**src/rtl/tia_horizontal_decode_if.sv**
```systemverilog
// Horizontal decode bus: LFSR sample inputs plus decoded timing outputs.
// The master side (LFSR/host) drives the tick, LFSR state and HMOVE strobe.
// The slave side (decoder) returns the registered horizontal timing signals.
interface tia_horizontal_decode_if;
    logic       hphi_en;
    logic [5:0] lfsr;
    logic       shb;
    logic       hmove;
    logic       hsync;
    logic       hblank;
    logic       cburst;
    logic       late_hblank;
    logic       motck_en;
    logic [7:0] hpos;

    modport master (
        output hphi_en, lfsr, shb, hmove,
        input  hsync, hblank, cburst, late_hblank, motck_en, hpos
    );

    modport slave (
        input  hphi_en, lfsr, shb, hmove,
        output hsync, hblank, cburst, late_hblank, motck_en, hpos
    );
endinterface

```
**src/rtl/tia_horizontal_decode.sv**
```systemverilog
// TIA horizontal decode: turns the sampled horizontal LFSR state into
// registered hsync / hblank / colour-burst / HMOVE-extension / motion-clock
// enable. Decoding happens only on hphi_en ticks; hmove is sampled every clk.
// Optional macro TIA_HPOS_COUNTER_EN builds an 8-bit saturating colour-clock
// position counter on hpos; without it hpos is tied to zero.
module tia_horizontal_decode #(
    parameter logic [5:0] SHS_PAT  = 6'b111100,
    parameter logic [5:0] RHS_PAT  = 6'b110111,
    parameter logic [5:0] RCB_PAT  = 6'b001111,
    parameter logic [5:0] RHB_PAT  = 6'b011100,
    parameter logic [5:0] LRHB_PAT = 6'b010111
) (
    input  logic                      clk,
    input  logic                      reset,
    tia_horizontal_decode_if.slave    bus
);

    logic hsync_p0, hblank_p0, cburst_p0, late_p0;
    logic hsync_p1, hblank_p1, cburst_p1, late_p1, motck_p1;

    // Stage p0: next-state decode. Pattern actions are applied in priority
    // order so that, with coinciding patterns, later actions override earlier.
    always_comb begin
        hsync_p0  = hsync_p1;
        hblank_p0 = hblank_p1;
        cburst_p0 = cburst_p1;
        late_p0   = late_p1;
        if (bus.hphi_en) begin
            if (bus.shb) begin
                hblank_p0 = 1'b1;
                hsync_p0  = 1'b0;
                cburst_p0 = 1'b0;
                late_p0   = 1'b0;
            end else begin
                if (bus.lfsr == SHS_PAT) begin
                    hsync_p0 = 1'b1;
                end
                if (bus.lfsr == RHS_PAT) begin
                    hsync_p0  = 1'b0;
                    cburst_p0 = 1'b1;
                end
                if (bus.lfsr == RCB_PAT) begin
                    cburst_p0 = 1'b0;
                end
                if (bus.lfsr == RHB_PAT && !late_p1) begin
                    hblank_p0 = 1'b0;
                end
                if (bus.lfsr == LRHB_PAT && late_p1) begin
                    hblank_p0 = 1'b0;
                end
            end
        end
        // HMOVE arms after the line-start clear, so a coincident strobe
        // carries into the new line.
        if (bus.hmove) begin
            late_p0 = 1'b1;
        end
    end

    // Stage p1: timing output registers; motck_en tracks the new hblank.
    always_ff @(posedge clk or posedge reset) begin
        if (reset) begin
            hsync_p1  <= 1'b0;
            hblank_p1 <= 1'b1;
            cburst_p1 <= 1'b0;
            late_p1   <= 1'b0;
            motck_p1  <= 1'b0;
        end else begin
            hsync_p1  <= hsync_p0;
            hblank_p1 <= hblank_p0;
            cburst_p1 <= cburst_p0;
            late_p1   <= late_p0;
            motck_p1  <= ~hblank_p0;
        end
    end

    assign bus.hsync       = hsync_p1;
    assign bus.hblank      = hblank_p1;
    assign bus.cburst      = cburst_p1;
    assign bus.late_hblank = late_p1;
    assign bus.motck_en    = motck_p1;

`ifdef TIA_HPOS_COUNTER_EN
    logic [7:0] hpos_p1;

    // Position counter: restarts on a line-start tick, else counts every
    // clk and sticks at the top rather than wrapping.
    always_ff @(posedge clk or posedge reset) begin
        if (reset) begin
            hpos_p1 <= 8'h00;
        end else if (bus.hphi_en && bus.shb) begin
            hpos_p1 <= 8'h00;
        end else if (hpos_p1 != 8'hFF) begin
            hpos_p1 <= hpos_p1 + 8'h01;
        end
    end

    assign bus.hpos = hpos_p1;
`else
    assign bus.hpos = 8'h00;
`endif

endmodule

```
**src/flat_wrapper.sv**
```systemverilog
// flat-port wrapper written by rule: the top's interface ports become plain ports
module tia_horizontal_decode_flat 
#(
    parameter logic [5:0] SHS_PAT  = 6'b111100,
    parameter logic [5:0] RHS_PAT  = 6'b110111,
    parameter logic [5:0] RCB_PAT  = 6'b001111,
    parameter logic [5:0] RHB_PAT  = 6'b011100,
    parameter logic [5:0] LRHB_PAT = 6'b010111
)
  (clk, reset, bus_hphi_en, bus_lfsr, bus_shb, bus_hmove, bus_hsync, bus_hblank, bus_cburst, bus_late_hblank, bus_motck_en, bus_hpos);
  tia_horizontal_decode_if bus_i ();
  input  logic clk;
  input  logic reset;
  input wire logic [$bits(bus_i.hphi_en)-1:0] bus_hphi_en;
  input wire logic [$bits(bus_i.lfsr)-1:0] bus_lfsr;
  input wire logic [$bits(bus_i.shb)-1:0] bus_shb;
  input wire logic [$bits(bus_i.hmove)-1:0] bus_hmove;
  output wire logic [$bits(bus_i.hsync)-1:0] bus_hsync;
  output wire logic [$bits(bus_i.hblank)-1:0] bus_hblank;
  output wire logic [$bits(bus_i.cburst)-1:0] bus_cburst;
  output wire logic [$bits(bus_i.late_hblank)-1:0] bus_late_hblank;
  output wire logic [$bits(bus_i.motck_en)-1:0] bus_motck_en;
  output wire logic [$bits(bus_i.hpos)-1:0] bus_hpos;
  assign bus_i.hphi_en = bus_hphi_en;
  assign bus_i.lfsr = bus_lfsr;
  assign bus_i.shb = bus_shb;
  assign bus_i.hmove = bus_hmove;
  assign bus_hsync = bus_i.hsync;
  assign bus_hblank = bus_i.hblank;
  assign bus_cburst = bus_i.cburst;
  assign bus_late_hblank = bus_i.late_hblank;
  assign bus_motck_en = bus_i.motck_en;
  assign bus_hpos = bus_i.hpos;
  tia_horizontal_decode #(.SHS_PAT(SHS_PAT), .RHS_PAT(RHS_PAT), .RCB_PAT(RCB_PAT), .RHB_PAT(RHB_PAT), .LRHB_PAT(LRHB_PAT)) u_core (.clk(clk), .reset(reset), .bus(bus_i));
endmodule
```
**config.mk**
```make
export PLATFORM = sky130hd
export DESIGN_NAME = tia_horizontal_decode_flat
export DESIGN_NICKNAME = d
export VERILOG_FILES = /design/src/rtl/tia_horizontal_decode_if.sv /design/src/rtl/tia_horizontal_decode.sv /design/src/flat_wrapper.sv
export SDC_FILE = /design/constraint.sdc
export NUM_CORES = 1
export LEC_CHECK = 0
export ABC_AREA = 1
export CORE_AREA = 5 5 42 44
export DETAILED_ROUTE_END_ITERATION = 7
export DIE_AREA = 0 0 47 49
export HOLD_SLACK_MARGIN = 0.06
export MAX_ROUTING_LAYER = met4
export PLACE_DENSITY_LB_ADDON = 0.25
export SETUP_SLACK_MARGIN = 0.15
export SLEW_MARGIN = 20
export SYNTH_ARGS = -nofsm -noshare
export SYNTH_HDL_FRONTEND = slang
export SYNTH_SLANG_ARGS = --single-unit
```
**constraint.sdc**
```tcl
create_clock -name clk -period 0.8 [get_ports clk]
set_input_delay 0.16 -clock clk [delete_from_list [all_inputs] [get_ports clk]]
set_output_delay 0.16 -clock clk [all_outputs]
set_load 0.005 [all_outputs]
```
==> results.txt <==
Outcome: complete, but fails checks
Failing checks: negative setup slack
Initial Utilization: 0.240
Die Ht: 49 um
Largest net degree at the start of global routing: 6
Latest clock arrival within the worst-skew pair: 0.24 ns
GP Congestion: 0.701
Total gr overflow: 0
Max Cap Violations: 0
CTS tree: yes
Initial DRC count: 0
Die footprint: 2300 sq um
PortBufs: 15
Data arrival, critical path: 0.86 ns
Synth Instances: 46
Seq/Total Area, Yosys: 0.375
Total CTS buffers: 3
Synth unique cells: 15
Vias in the first global route: 321
Vias: 327
Tmin final: 1.02 ns
Max Buffers Root-to-Sink: 2
Initial antenna violation count: 0
Clock sink count: 5
HPWL reported at the end of detailed placement: 621 um
Crit-path max cell delay: 0.53 ns
WHS: 0.105 ns
Hold crit path type: input port to asynchronous set/reset pin
Ports: 24
Ratio of final minimum period to clock period: 1.28
# DRC: 0
CP Max Fanout: 2
Syn Std Cell Area: 337 sq um
Share of layout cells above drive strength 1: 0.612
Global-route wire length before repair: 1300 um
Worst Setup Slack, final: -0.223 ns
N_diodes: 0
Worst endpoint required time: 0.64 ns
CP cell instances: buf_6
Placed Area: 488 sq um
Peak VDD IR: 0.000677 V
Worst-path clk slew: 0.05 ns
Worst Path Class, Setup: register to output pin
Area grow syn2layout: 66.2%
Total iterations of the first detailed-routing run: 1
Total wire length: 869 um
Leak: 0.310 nW
Final Max Tran Viols: 0
Most frequent cells in the layout: conb_1 (8), buf_2 (8), nand2_2 (6), inv_1 (5)
Hold buffers post-CTS: 0
H-tree levels: 1
All-layer global routing usage: 0.0828
Slowest-stage cell, CP: dfstp_2
Worst Setup End Kind: output pin
Yosys reg bits: 5
CORE AREA: 1400 sq um
Fmax: 0.978 GHz
CP top delay family: flip-flops
Final setup viols: 7
CTS Root Cell: clkbuf_4
Layout Nets: 79
RSZ-0062 raised after global routing: true
Yosys warning total: 0
Vias/cell: 3.94
Cell Rows: 14
Final Skew: 0.00358 ns
Buffers plus inverters on the worst setup path: 1
ANT nets after route: 0
Final core occ: 0.399
Design area: 559 sq um
Cell area power density: 1340 nW/um^2
Wirelength per Cell: 10.5 um
Avg Cell Area, Syn: 7.32 sq um
Worst setup SP type: register
Fin. Hold Viols: 0
Width of the die: 47 um
## cell usage after synthesis, drive strengths merged
library cell | instances | area share
dfstp | 1 | 0.078
nand3 | 2 | 0.045
o21ai | 2 | 0.030
nand2 | 10 | 0.11
a21oi | 1 | 0.026
buf | 8 | 0.18
nor4 | 1 | 0.019
nor2 | 7 | 0.093
conb | 1 | 0.011
o21bai | 1 | 0.022
dfrtp | 4 | 0.30
inv | 8 | 0.089
## cell type report
| class | count | area (sq um) |
|---|---|---|
| clock buffers | 4 | 26.3 |
| fillers | 165 | 842 |
| inverters | 8 | 32.5 |
| multi-input cells | 32 | 233 |
| flip-flops and latches | 5 | 126 |
| well taps | 16 | 20.0 |
| repair buffers | 18 | 121 |
## per-stage QoR
step | std cells | total power, mW | TNS, ns | worst slack, ns
finish | 83 | 0.748 | -0.740 | -0.223
global route | 83 | 0.788 | -0.916 | -0.251
CTS | 83 | 0.728 | -0.806 | -0.236
detailed placement | 78 | 0.429 | -2.97 | -0.414
global placement | 78 | 0.428 | -2.94 | -0.409
floorplan | 53 | 0.361 | 0 | 0.0746
## power breakdown
part | internal, mW | total, mW | switching (mW)
Clock | 0.189 | 0.293 | 0.105
Sequential | 0.269 | 0.276 | 0.00749
Combinational | 0.0804 | 0.178 | 0.0980
## repair_timing
action	in CTS	in global routing
pin swaps	12	10
setup buffers	1	0
resized for setup	48	26
endpoints found under the setup margin	10	10
## layer usage
metal  routed length [um]  vias to the layer above  global-route usage
met2                  467                       14               0.115
met4                    5                        0              0.0553
met5                    0                        -                   -
met3                   82                        2              0.0221
li1                     -                      165                   -
met1                  314                      146               0.101
## final timing paths
check                                                   startpoint                             to  slack, ns  cells past startpoint
worst min register to register        u_core.bus.hsync$_DFFE_PP0P_   u_core.bus.hsync$_DFFE_PP0P_       0.53                      2
min in group clk                                       bus_lfsr[4]  u_core.bus.cburst$_DFFE_PP0P_       0.24                      3
max in group asynchronous                                    reset     asynchronous set/reset pin       0.46                      2
worst max-delay path                                      register                     bus_hblank      -0.22                      1
worst max register to register  u_core.bus.late_hblank$_DFFE_PP0P_  u_core.bus.motck_en$_DFF_PP0_      -0.06                      4
worst min-delay path                                         reset  u_core.bus.motck_en$_DFF_PP0_       0.11                      2
## cells by family after synthesis
| logic type | count (synthesis) | synth area share |
|---|---|---|
| buf+inv | 16 | 0.268 |
| flops | 5 | 0.375 |
| other cells | 1 | 0.0111 |
| compound gates | 4 | 0.0781 |
| simple gates | 20 | 0.268 |
Power figures use the tool's default switching activity.
